<file path="src/rtl/eks_scheduler.sv">
// Sequencer for the bcrypt EksBlowfish cost loop: pi init, expandKey setup,
// 2^cost key/salt pass pairs, then ENC_ROUNDS x ENC_BLOCKS encipherments.
`timescale 1ns/1ps
module eks_scheduler #(
  parameter int unsigned COST_MIN   = 4,
  parameter int unsigned COST_MAX   = 31,
  parameter int unsigned ENC_ROUNDS = 64,
  parameter int unsigned ENC_BLOCKS = 3
) (
  input  logic        clk,
  input  logic        reset,
  input  logic        start,
  input  logic [4:0]  cost,
  output logic        busy,
  output logic        done,
  output logic        error,
  output logic        init_start,
  input  logic        init_done,
  output logic        ek_start,
  output logic        ek_load_salt,
  output logic [1:0]  ek_mode,
  input  logic        ek_done,
  output logic        enc_start,
  output logic [1:0]  enc_block,
  input  logic        enc_done,
  output logic [31:0] iter_remain
);

  localparam int unsigned RW = (ENC_ROUNDS > 1) ? $clog2(ENC_ROUNDS) : 1;

  typedef enum logic [3:0] {
    S_IDLE, S_INIT, S_INIT_WAIT, S_SETUP, S_SETUP_WAIT, S_LKEY, S_LKEY_WAIT,
    S_LSALT, S_LSALT_WAIT, S_ENC, S_ENC_WAIT, S_DONE
  } state_t;

  state_t         r_state;
  logic [4:0]     r_cost;
  logic [RW-1:0]  r_round;
  logic [31:0]    r_iter;
  logic           r_busy, r_done, r_error, r_init_start;
  logic           r_ek_start, r_ek_load_salt, r_enc_start;
  logic [1:0]     r_ek_mode, r_enc_block;

  logic [31:0]    w_cost_ext;
  logic           w_cost_ok;
  logic [31:0]    w_iter_dec;
  logic           w_last_blk;
  logic           w_last_round;

  // Widened so the range test does not degenerate to a constant comparison.
  assign w_cost_ext   = {27'd0, cost};
  assign w_cost_ok    = (w_cost_ext >= COST_MIN) && (w_cost_ext <= COST_MAX);
  assign w_iter_dec   = r_iter - 32'd1;
  assign w_last_blk   = (r_enc_block == 2'(ENC_BLOCKS - 1));
  assign w_last_round = (r_round == RW'(ENC_ROUNDS - 1));

  always_ff @(posedge clk or posedge reset) begin
    if (reset) begin
      r_state        <= S_IDLE;
      r_cost         <= '0;
      r_round        <= '0;
      r_iter         <= '0;
      r_busy         <= 1'b0;
      r_done         <= 1'b0;
      r_error        <= 1'b0;
      r_init_start   <= 1'b0;
      r_ek_start     <= 1'b0;
      r_ek_load_salt <= 1'b0;
      r_ek_mode      <= '0;
      r_enc_start    <= 1'b0;
      r_enc_block    <= '0;
    end else begin
      r_init_start   <= 1'b0;
      r_ek_start     <= 1'b0;
      r_ek_load_salt <= 1'b0;
      r_enc_start    <= 1'b0;
      r_done         <= 1'b0;
      r_error        <= 1'b0;
      case (r_state)
        S_IDLE: begin
          if (start) begin
            if (w_cost_ok) begin
              r_cost       <= cost;
              r_busy       <= 1'b1;
              r_init_start <= 1'b1;
              r_state      <= S_INIT;
            end else begin
              r_error <= 1'b1;
            end
          end
        end
        S_INIT: r_state <= S_INIT_WAIT;
        S_INIT_WAIT: begin
          if (init_done) begin
            r_ek_start     <= 1'b1;
            r_ek_load_salt <= 1'b1;
            r_ek_mode      <= 2'd0;
            r_state        <= S_SETUP;
          end
        end
        S_SETUP: r_state <= S_SETUP_WAIT;
        S_SETUP_WAIT: begin
          if (ek_done) begin
            r_iter     <= 32'd1 << r_cost;
            r_ek_start <= 1'b1;
            r_ek_mode  <= 2'd1;
            r_state    <= S_LKEY;
          end
        end
        S_LKEY: r_state <= S_LKEY_WAIT;
        S_LKEY_WAIT: begin
          if (ek_done) begin
            r_ek_start <= 1'b1;
            r_ek_mode  <= 2'd2;
            r_state    <= S_LSALT;
          end
        end
        S_LSALT: r_state <= S_LSALT_WAIT;
        S_LSALT_WAIT: begin
          if (ek_done) begin
            r_iter <= w_iter_dec;
            if (w_iter_dec == 32'd0) begin
              r_enc_start <= 1'b1;
              r_enc_block <= '0;
              r_round     <= '0;
              r_state     <= S_ENC;
            end else begin
              r_ek_start <= 1'b1;
              r_ek_mode  <= 2'd1;
              r_state    <= S_LKEY;
            end
          end
        end
        S_ENC: r_state <= S_ENC_WAIT;
        S_ENC_WAIT: begin
          if (enc_done) begin
            if (w_last_blk) begin
              r_enc_block <= '0;
              if (w_last_round) begin
                r_done  <= 1'b1;
                r_state <= S_DONE;
              end else begin
                r_round     <= r_round + RW'(1);
                r_enc_start <= 1'b1;
                r_state     <= S_ENC;
              end
            end else begin
              r_enc_block <= r_enc_block + 2'd1;
              r_enc_start <= 1'b1;
              r_state     <= S_ENC;
            end
          end
        end
        S_DONE: begin
          r_busy  <= 1'b0;
          r_state <= S_IDLE;
        end
        default: r_state <= S_IDLE;
      endcase
    end
  end

  assign busy         = r_busy;
  assign done         = r_done;
  assign error        = r_error;
  assign init_start   = r_init_start;
  assign ek_start     = r_ek_start;
  assign ek_load_salt = r_ek_load_salt;
  assign ek_mode      = r_ek_mode;
  assign enc_start    = r_enc_start;
  assign enc_block    = r_enc_block;
  assign iter_remain  = r_iter;

endmodule

</file>
<file path="config.mk">
export PLATFORM = sky130hd
export DESIGN_NAME = eks_scheduler
export DESIGN_NICKNAME = d
export VERILOG_FILES = /design/src/rtl/eks_scheduler.sv
export SDC_FILE = /design/constraint.sdc
export NUM_CORES = 1
export LEC_CHECK = 0
export CORE_ASPECT_RATIO = 0.75
export CORE_MARGIN = 5
export CORE_UTILIZATION = 46
export CTS_CLUSTER_SIZE = 20
export DETAILED_ROUTE_END_ITERATION = 6
export PLACE_DENSITY_LB_ADDON = 0.08
export SYNTH_ARGS = -nofsm -noshare
export SYNTH_HDL_FRONTEND = slang
export SYNTH_SLANG_ARGS = --single-unit
</file>
<file path="constraint.sdc">
create_clock -name clk -period 3.7 [get_ports clk]
set_clock_uncertainty 0.15 [all_clocks]
set_input_delay 0.925 -clock clk [delete_from_list [all_inputs] [get_ports clk]]
set_output_delay 0.925 -clock clk [all_outputs]
set_load 0.005 [all_outputs]
</file>
* Yosys cells after proc, flatten, opt, wreduce, memory -nomap -nowiden
Index checks and enable logic that the tools add are counted.
Operators by class: $add $sub $neg 3, magnitude comparators 2, equal/unequal tests 24, shifts and indexed selects 1, muxes and demuxes 56, reductions and logical operators 15
Operators with widths (number):
- $mux W32 | 2
- $pmux W32 S2 | 1
- $pmux W4 S11 | 1
- $mux W4 | 9
- $logic_not A32 Y1 | 1
- $shl A1 B5 Y32 const A | 1
- $sub A32 B1 Y32 const B | 1
- $mux W6 | 5
- $mux W1 | 22
- $ne A2 B2 Y1 const B | 11
- $mux W2 | 10
- $eq A4 B3 Y1 const B | 4
- $eq A4 B4 Y1 const B | 4
- $pmux W6 S2 | 1
- $reduce_and A6 Y1 | 2
- $reduce_and A3 Y1 | 3
- $eq A4 B2 Y1 const B | 2
- $pmux W2 S4 | 1
- $reduce_and A7 Y1 | 1
- $add A6 B1 Y6 const B | 1
- $eq A6 B6 Y1 const B | 1
- $reduce_bool A2 Y1 | 3
- $ge A5 B3 Y1 const B | 1
- $le A5 B5 Y1 const B | 1
- 11 further kinds | 12
Word-level totals: bits in registers 58, input bits 11, output and inout port bits 43

* Longest topological paths before layout
Gate-level depths: netlist of the first run.
word-level depth 5, mapped depth 12, depth with buffers taken out 9

* Worst setup path before layout of the first run
OpenSTA, ideal clock, no wires.
path type reg2reg, from reg r_iter[0] (netlist: iter_remain[0]), to reg r_ek_start (netlist: ek_start), library setup time 0.121 ns, arrival time 2.919 ns, data required time 3.429 ns, setup slack 0.511 ns, stages on the path, launching flop included 12, buffers on the path 2, cells stage by stage dfrtp_1 > inv_1 > ha_1 > or4b_1 > buf_2 > or3_1 > buf_6 > o41ai_4 > nand4_1 > nor4b_2 > nand4_2 > a22o_1
Between the ends: longest elaborated chain between the ends 5
Ends and longest elaborated chain:
- start: declaration | line 39 | logic [31:0] r_iter;
- start signal: assignment | line 104 | r_iter <= 32'd1 << r_cost;
- start signal: assignment | line 121 | r_iter <= w_iter_dec;
- $sub A32 B1 Y32 | line 53 | assign w_iter_dec = r_iter - 32'd1;
- $logic_not A32 Y1 | line 122 | if (w_iter_dec == 32'd0) begin
- $mux W1 | line 122
- $mux W1 | line 120 | if (ek_done) begin
- $pmux W1 S3 | line 79 | case (r_state)
- end signal: assignment | line 74 | r_ek_start <= 1'b0;
- end signal: assignment | line 95 | r_ek_start <= 1'b1;
- end signal: assignment | line 128 | r_ek_start <= 1'b1;
- end: declaration | line 41 | logic r_ek_start, r_ek_load_salt, r_enc_start;
No other way between the ends. A chain may end at the register's enable or synchronous reset.

* Worst setup path after layout of the first run
from reg r_iter[1] (netlist: iter_remain[1]), to reg r_round[0]
Between the ends: longest elaborated chain between the ends 4
Ends and longest elaborated chain:
- $sub A32 B1 Y32 | line 53
- $logic_not A32 Y1 | line 122
- $ne A2 B2 Y1 (no line)
- $reduce_and A6 Y1 (no line)
- end signal: assignment | line 143 | r_round <= r_round + RW'(1);
- end: declaration | line 38 | logic [RW-1:0] r_round;
No other way between the ends.

==> results of run 1 <==
## cells by family (layout without fill, tap and decap cells)
logic type,Yosys count,count (layout)
flops,58,58
xor+xnor,13,13
mux,5,5
fa+ha+maj,3,3
buf+inv,53,113
compound gates,150,150
simple gates,219,219
## power breakdown
group / switching (mW) / internal [mW] / leakage (nW) / total, mW
clock: 0.300 / 0.467 / 0.131 / 0.766
sequential: 0.455 / 0.849 / 0.768 / 1.30
combinational: 2.28 / 1.56 / 1.14 / 3.84
total: 3.03 / 2.87 / 2.04 / 5.91
## layout by cell type (no fill, tap or decap), types with 11 or more instances in the layout
master	n
a21oi_1	32
buf_4	26
clkdlybuf4s50_1	53
dfrtp_1	58
inv_1	17
nand2_1	37
nand3_1	12
nand4_1	11
nor2_1	50
nor3_1	27
nor4_1	20
o21ai_0	42
## tightest hold or removal path: stages, from the launching register on
cell     delay [ps]
dfrtp_1         360
xor2_1           70
nor2_1           70
## area by class of cell
cell class | count | area [sq um] | area share (%)
clock buffer | 11 | 242.7 | 4.832
clock inverter | 5 | 30.03 | 0.5978
inverter | 18 | 67.56 | 1.345
multi-input combinational | 390 | 2371 | 47.20
sequential | 58 | 1451 | 28.89
tap | 108 | 135.1 | 2.690
timing repair buffer | 79 | 725.7 | 14.45
## metal layers
metal  share of wire [%]  routed length, microns
met4                 1.6                     224
met2                  41                    5766
met3                  10                    1456
met1                  47                    6589
met5                   0                       0
## state kept, by name (all words and copies together), names as in the netlist
register,cells
init_start,1
r_state,4
ek_start,1
iter_remain,32
ek_load_salt,1
r_round,6
busy,1
ek_mode,2
r_cost,5
done,1
enc_start,1
enc_block,2
error,1
## through the flow
stage	util, %	instances	instance area (sq um)	power (mW)	setup WS, ps
detailed placement	55.72	653	4751	5.016	226.3
floorplan	-	501	4043	3.551	510.5
global placement	55.72	653	4751	5.012	333.1
global route	58.91	669	5024	6.265	0.9699
finish	58.91	669	5024	5.906	192.1
CTS	58.91	669	5024	5.809	227.8
## how the worst max path moves through the flow
stage	endpoint	slack (ps)	depth (start not counted)
6_report	r_round[0]	190	9
5_1_grt	r_round[0]	1	9
4_1_cts	r_round[0]	230	9
3_5_place_dp	r_round[0]	230	9
3_3_place_gp	r_round[0]	330	9
2_1_floorplan	ek_start	510	11
==> run metrics, run 1 <==
Yosys reg bits 58; Hold Startpoint r_round[4]; dpl hpwl 10260 microns; PwrDens 1176 mW/mm^2; Post-Route Hold Slack 394.9 ps; total track usage 25.80%; reg-to-reg slack, setup 190 ps; CTS tree done; Post-Synth Simple-Gate Area 29.00%; detailed-route via count 4361; Synth top cells by count dfrtp_1, nor2_1, o21ai_0; clk sinks 58; CP max FO 8; CP Launch Type flip-flop; setup bufs post-CTS 0; Worst Path Buf+Inv 1; number of global-route vias before repair 3987; area share of the largest cell type after synthesis 35.90%; CTS Buffer Depth 2; Primary FF master, synth dfrtp_1; Worst R2R End r_round[0]; post-synthesis mux area share 1.362%; Core Rows 29; clock root buffer clkbuf_16; status finished, final reports clean; Fmax achieved 0.2851 GHz; max-cap violations 0; most frequent cell after synthesis dfrtp_1; initial core utilization 47.41%; Hold Crit Endpoint r_round[4]; M3 GR Usage 7.640%; FFs w/ async S/R, synth 100.0%; Mapped Area 0.004043 sq mm; Crit Reg-Reg Startpoint iter_remain[1]; layout cell share with drive strength beyond 1 10.34%; met1 Usage GRT 38.69%; GR peak layer met1; CP required 3750 ps; Mapped Cells 501; VDD IR-drop max 517.9 uV; RSZ-0062 raised after global routing no; Avg Inst Size Synth 8.069 sq um; CTS buffer count 9; Core ar. 0.008527 sq mm; most area-hungry cell type in the Yosys netlist dfrtp_1; Fillers 785; largest net degree at the start of global routing 50; largest cells by area after synthesis dfrtp_1, o21ai_0, nor2_1, a21oi_1, nand2_1; Post-Synth XOR/XNOR Area 2.816%; Final Slew Violations 0; combinational family with the most area after synthesis simple AND/OR/NAND/NOR gates; post-route ant nets 0; first-pass GRT wire length 22250 microns; Worst Setup SP iter_remain[1]; Residual DRC 0; Final period util 94.81%; Post-CTS Resized 0; M2 GR Usage 36.00%; slew margin rel. 49.87%; critical path type reg -> reg; routed len/inst 20.98 microns; die width 118.3 microns; Clock Latency Late Sink 330 ps; GPL Wtd Cong 0.9589; Hold WC Path Type reg -> reg; Synth Area in Adders 0.9285%; IO buf count 53; drt total wl 14040 microns; CP peak stage delay 540 ps; Nets 570; DR vias/cell 6.519; Layout area overhead 24.26%; Hold Path Stages 2; Seq/Total Area, Yosys 35.90%; setup TNS 0 ps; # setup viols final 0; cts-stage hold buffer count 0; Post-synth EDFFs 0; Initial DRC Count 605; critical path endpoint category flip-flop; worst path cell trace inv_1 > ha_1 > or4b_1 > or3_1 > o41ai_4 > nand4_1 > nor4_1 > and2_1 > o21ai_1; Compound-Gate Fraction of Synth Area 24.54%; Die Y 91.19 microns; fin crit period 3508 ps; Final Hold Vio Count 0; initial antenna violation count 0; yosys warns 0; leak pwr 2.037 nW; cells on worst reg2reg path 9; DRT Pass-1 Iters 5; transition time at the pin with the least slew margin 746.3 ps; Critical Path AT 3560 ps; critical path's top delay family simple AND/OR/NAND/NOR gates; Antenna diodes 0; syn nets 515; Critical-path top delay cell or3_1; Synth cell types 66; H-tree levels 3; gr ovfl total 0; Clk pin slew, worst setup/hold paths 50 ps; Ports 54; die area 0.01078 sq mm
Power figures use the tool's default switching activity.
==> inputs of run 2 (changes only) <==
- CTS_CLUSTER_DIAMETER: not set -> 200
- SETUP_SLACK_MARGIN: not set -> 0.05
==> run 2 against run 1 <==
Compared with the run above: final cell count unchanged; clock power is essentially flat; routed wire length shrank 0.15%; sequential power about the same; non-clock buffer count unchanged; register-to-register slack better by 60 ps; critical endpoint is now ek_start; highest routed layer unchanged.
==> run metrics, run 2 (synthesis gave the netlist of run 1 again) <==
clock root buffer clkbuf_16; Clock Latency Late Sink 330 ps (about the same); pre-CTS WS 226.3 ps (unchanged); post-route ant nets 0 (unchanged); initial core utilization 47.41% (unchanged); most common cell after layout, fill and taps aside dfrtp_1; Layout area overhead 24.30% (about the same); layout cell share with drive strength beyond 1 10.52% (+0.18 points); Post-Route Hold Slack 395.4 ps (+0.4520 ps); Ports 54 (unchanged); IO buf count 53 (unchanged); routed len/inst 20.95 microns (-0.15%); critical path type reg -> reg; total track usage 25.80% (unchanged); first-pass GRT wire length 22250 microns (unchanged); Final Core Density 58.93% (about the same); gr ovfl total 0 (unchanged); Core ar. 0.008527 sq mm (unchanged); setup TNS 0 ps (unchanged); Setup WS post-layout 254.5 ps (+62.38 ps); Die Y 91.19 microns (unchanged); most frequent cells in the layout dfrtp_1, clkdlybuf4s50_1, nor2_1, o21ai_0, nand2_1; Critical Path AT 3510 ps (-50 ps); Fmax achieved 0.2902 GHz (+1.8%); cells on worst reg2reg path 9 (unchanged); leak pwr 2.037 nW (about the same); cts-stage hold buffer count 0 (unchanged); clk sinks 58 (unchanged); dpl hpwl 10260 microns (unchanged); DRT Pass-1 Iters 5 (unchanged); CP required 3770 ps (+20 ps); Hold Path Stages 2 (unchanged); die area 0.01078 sq mm (unchanged); Crit Reg-Reg Startpoint iter_remain[1]; die width 118.3 microns (unchanged); Final Hold Vio Count 0 (unchanged); status finished, final reports clean; fin crit period 3445 ps (-62.38 ps); PwrDens 1176 mW/mm^2 (about the same); DR vias/cell 6.460 (-0.89%); GPL Wtd Cong 0.9589 (unchanged); Clk pin slew, worst setup/hold paths 50 ps (about the same); H-tree levels 3 (unchanged); # setup viols final 0 (unchanged); number of global-route vias before repair 3987 (unchanged); Final Slew Violations 0 (unchanged); initial antenna violation count 0 (unchanged); VDD IR-drop max 518.2 uV (about the same); CTS buffer count 9 (unchanged); Antenna diodes 0 (unchanged); reg-to-reg slack, setup 250 ps (+60 ps); Largest register FFs 32 (unchanged); slew margin rel. 50.29% (+0.43 points); Initial DRC Count 609 (+0.66%); post-layout total power 5.907 mW (about the same); Hold Startpoint r_round[4]; transition time at the pin with the least slew margin 745.6 ps (-0.6696 ps); Hold Crit Endpoint r_round[4]; Core Rows 29 (unchanged); RSZ-0062 raised after global routing no; Residual DRC 0 (unchanged); max-cap violations 0 (unchanged); critical path endpoint category flip-flop; detailed-route via count 4322 (-0.89%); CTS tree done; Worst R2R End ek_start; Final period util 93.12% (-1.7 points); Hold WC Path Type reg -> reg; CP Launch Type flip-flop; CP max FO 8 (unchanged); drt total wl 14020 microns (-0.15%); Nets 570 (unchanged); CTS Buffer Depth 2 (unchanged); largest net degree at the start of global routing 50 (unchanged)
[run 2: cell types whose count changed in the layout (fill, tap and decap cells not counted)]
cell	change
and2_1	-1
and2_2	+1
[run 2: worst max path at each step]
stage	from	end	slack (ps)	cells past startpoint
finish	iter_remain[1]	ek_start	250	9
global route	iter_remain[1]	enc_block[0]	90	9
CTS	iter_remain[1]	r_round[0]	230	9
detailed placement	iter_remain[1]	r_round[0]	230	9
global placement	iter_remain[0]	r_round[0]	330	9
floorplan	iter_remain[0]	ek_start	510	11
[run 2: repair_timing]
action,in CTS,in global routing
resized for setup,0,1
endpoints found under the hold margin,0,0
endpoints found under the setup margin,0,6
buffers inserted,0,0
[run 2: final cells by class]
cell class              instances  area [sq um]
fillers                       784          3502
multi-input cells             390          2372
flip-flops and latches         58          1451
repair buffers                 79         725.7
clock buffers                  11         242.7
well taps                     108         135.1
inverters                      18         67.56
clock inverters                 5         30.03
[run 2: worst max-delay path: stages, from the launching register on]
cell and delay [ps]:
dfrtp_1 400, inv_1 110, ha_1 270, or4b_1 520
or3_1 540, o41ai_4 360, nand4_1 160, nor4b_2 320
nand4_2 230, a22o_1 270
[run 2: metal layers]
metal	vias to the layer above	GRT usage (%)	part of all wire [%]	wire, microns
li1	1999	-	-	-
met1	2087	38.69	47	6595
met2	217	36.00	41	5814
met3	19	7.640	10	1415
met4	0	6.686	1.3	189
met5	-	0	0	0
[run 2: per-stage QoR]
stage | std cells | instance area (sq um)
after floorplan | 501 | 4043
after global placement | 653 | 4751
after detailed placement | 653 | 4751
after CTS | 669 | 5024
after global routing | 669 | 5025
final | 669 | 5025
[run 2: where the power goes]
part           internal [mW]  total (mW)  switching, mW  leakage [nW]
Clock                  0.467       0.766          0.299         0.131
Combinational           1.56        3.84           2.28          1.14
Sequential             0.849        1.30          0.455         0.768
==> inputs of run 3 (changes only) <==
- ABC_CLOCK_PERIOD_IN_PS: not set -> 3700
- CTS_BUF_LIST: not set -> sky130_fd_sc_hd__clkbuf_4 sky130_fd_sc_hd__clkbuf_8
- DONT_BUFFER_PORTS: not set -> 1
==> run 3 against run 2 <==
Compared with the run above: sequential cell count unchanged; final cell count is 8.1% lower; cell area is 12% lower; hold slack better by 9.7 ps; largest cell class unchanged; count of clock-buffer cells in the layout rose by 2; register-to-register slack gained 60 ps; core utilization decreased by 6.9 points; first-iteration DRC count down 24%; sequential share of layout area rose by 3.8 points; non-clock buffer count fell by 53.
==> run metrics, run 3 (synthesis gave the netlist of run 1 again) <==
status finished, final reports clean; CP Launch Type flip-flop; drt total wl 13440 microns (-4.1%); die area 0.01078 sq mm (unchanged); Initial DRC Count 465 (-24%); Residual DRC 0 (unchanged); Final Slew Violations 0 (unchanged); Critical Path AT 3470 ps (-40 ps); # setup viols final 0 (unchanged); IO buf count 0 (-100%); Hold Startpoint r_round[4]; initial core utilization 47.41% (unchanged); Die Y 91.19 microns (unchanged); Worst R2R End ek_start; Crit Reg-Reg Startpoint iter_remain[1]; CP max FO 8 (unchanged); Hold WC Path Type reg -> reg; DRT Pass-1 Iters 6 (+1); number of global-route vias before repair 3747 (-6.0%); Multi-input gate area 0.002382 sq mm (+0.42%); clock root buffer clkbuf_8; Core Rows 29 (unchanged); cells on worst reg2reg path 9 (unchanged); CTS buffer count 9 (unchanged); setup TNS 0 ps (unchanged); Final Hold Vio Count 0 (unchanged); cts-stage hold buffer count 0 (unchanged); DR vias/cell 6.624 (+2.5%); Clk pin slew, worst setup/hold paths 60 ps (about the same); detailed-route via count 4074 (-5.7%); most common cell after layout, fill and taps aside dfrtp_1; Fmax achieved 0.2952 GHz (+1.7%); critical path endpoint category flip-flop; routed len/inst 21.86 microns (+4.3%); RSZ-0062 raised after global routing no; first-pass GRT wire length 21400 microns (-3.8%); largest net degree at the start of global routing 50 (unchanged); gr ovfl total 0 (unchanged); setup bufs post-CTS 0 (unchanged); layout cell share with drive strength beyond 1 11.83% (+1.3 points); Clock Latency Late Sink 340 ps (about the same); Largest register FFs 32 (unchanged); Hold Crit Endpoint r_round[4]; Sequential Area 0.001451 sq mm (unchanged); max-cap violations 0 (unchanged); die width 118.3 microns (unchanged); most frequent cells in the layout dfrtp_1, nor2_1, o21ai_0, nand2_1, a21oi_1; CTS tree done; Fillers 808 (+3.1%); GPL Wtd Cong 0.9811 (+2.3%); CP required 3780 ps (about the same); total track usage 24.71% (-1.1 points); Nets 517 (-9.3%); fin crit period 3388 ps (-57.87 ps); initial antenna violation count 0 (unchanged); transition time at the pin with the least slew margin 801.6 ps (+55.97 ps); Ports 54 (unchanged); CTS Buffer Depth 2 (unchanged); critical path type reg -> reg; slew margin rel. 46.48% (-3.8 points); H-tree levels 3 (unchanged); dpl hpwl 9943 microns (-3.1%); Hold Path Stages 2 (unchanged); post-route ant nets 0 (unchanged); Final period util 91.56% (-1.6 points); Antenna diodes 0 (unchanged); Layout area overhead 9.811%; Core ar. 0.008527 sq mm (unchanged); reg-to-reg slack, setup 310 ps (+60 ps); clk sinks 58 (unchanged)
-- run 3: cell types whose count changed in the layout (fill, tap and decap cells not counted), moves of 2 or more --
cell and change:
clkinvlp_4 -2, clkdlybuf4s50_1 -53, clkinv_2 -2, clkbuf_8 +11, clkbuf_16 -9
-- run 3: metal layers --
layer	up-vias	share of wire, %	global-route usage, %
met5	-	0	0
met4	0	1.3	6.590
met3	18	9.1	5.590
met2	193	43	34.78
met1	1968	46	37.82
li1	1895	-	-
-- run 3: critical path: stages (launching register included) --
cell and delay, ps:
dfrtp_1 410, inv_1 110, ha_1 270, or4b_1 530, or3_4 470, o41ai_4 320, nand4_1 170, nor4b_2 340
nand4_2 230, a22o_1 280
-- run 3: final cells by class --
class / instances / share of cell area, %
clock buffer: 13 / 3.890
clock inverter: 2 / 0.7892
inverter: 18 / 1.522
multi-input combinational: 390 / 53.66
sequential: 58 / 32.69
tap: 108 / 3.044
timing repair buffer: 26 / 4.397
-- run 3: per-stage QoR --
stage	cell area, sq um	worst slack (ps)	hold WS (ps)	std cells	util [%]
2_1_floorplan	4043	510.5	347.8	501	-
3_3_place_gp	4220	305.4	364.3	600	49.49
3_5_place_dp	4220	208.5	387.3	600	49.49
4_1_cts	4428	201.2	405.7	615	51.93
5_1_grt	4439	122.4	440.3	615	52.06
6_report	4439	312.4	405.1	615	52.06
-- run 3: worst max path at each step --
stage / slack (ps) / to / cells after the start / from
after floorplan: 510 / ek_start / 11 / iter_remain[0]
after global placement: 310 / r_round[0] / 9 / iter_remain[1]
after detailed placement: 210 / r_round[0] / 9 / iter_remain[1]
after CTS: 200 / r_round[0] / 9 / iter_remain[1]
after global routing: 120 / ek_start / 9 / iter_remain[1]
final: 310 / ek_start / 9 / iter_remain[1]
-- run 3: what timing repair did --
| action | in CTS | in global routing |
|---|---|---|
| endpoints found under the hold margin | 0 | 0 |
| resized for setup | 0 | 2 |
| setup endpoints to repair | 0 | 8 |
Power of run 3 is left out: the tool's default activity adds up to more than one toggle a clock period on the data nets, which glitch-free logic cannot reach.
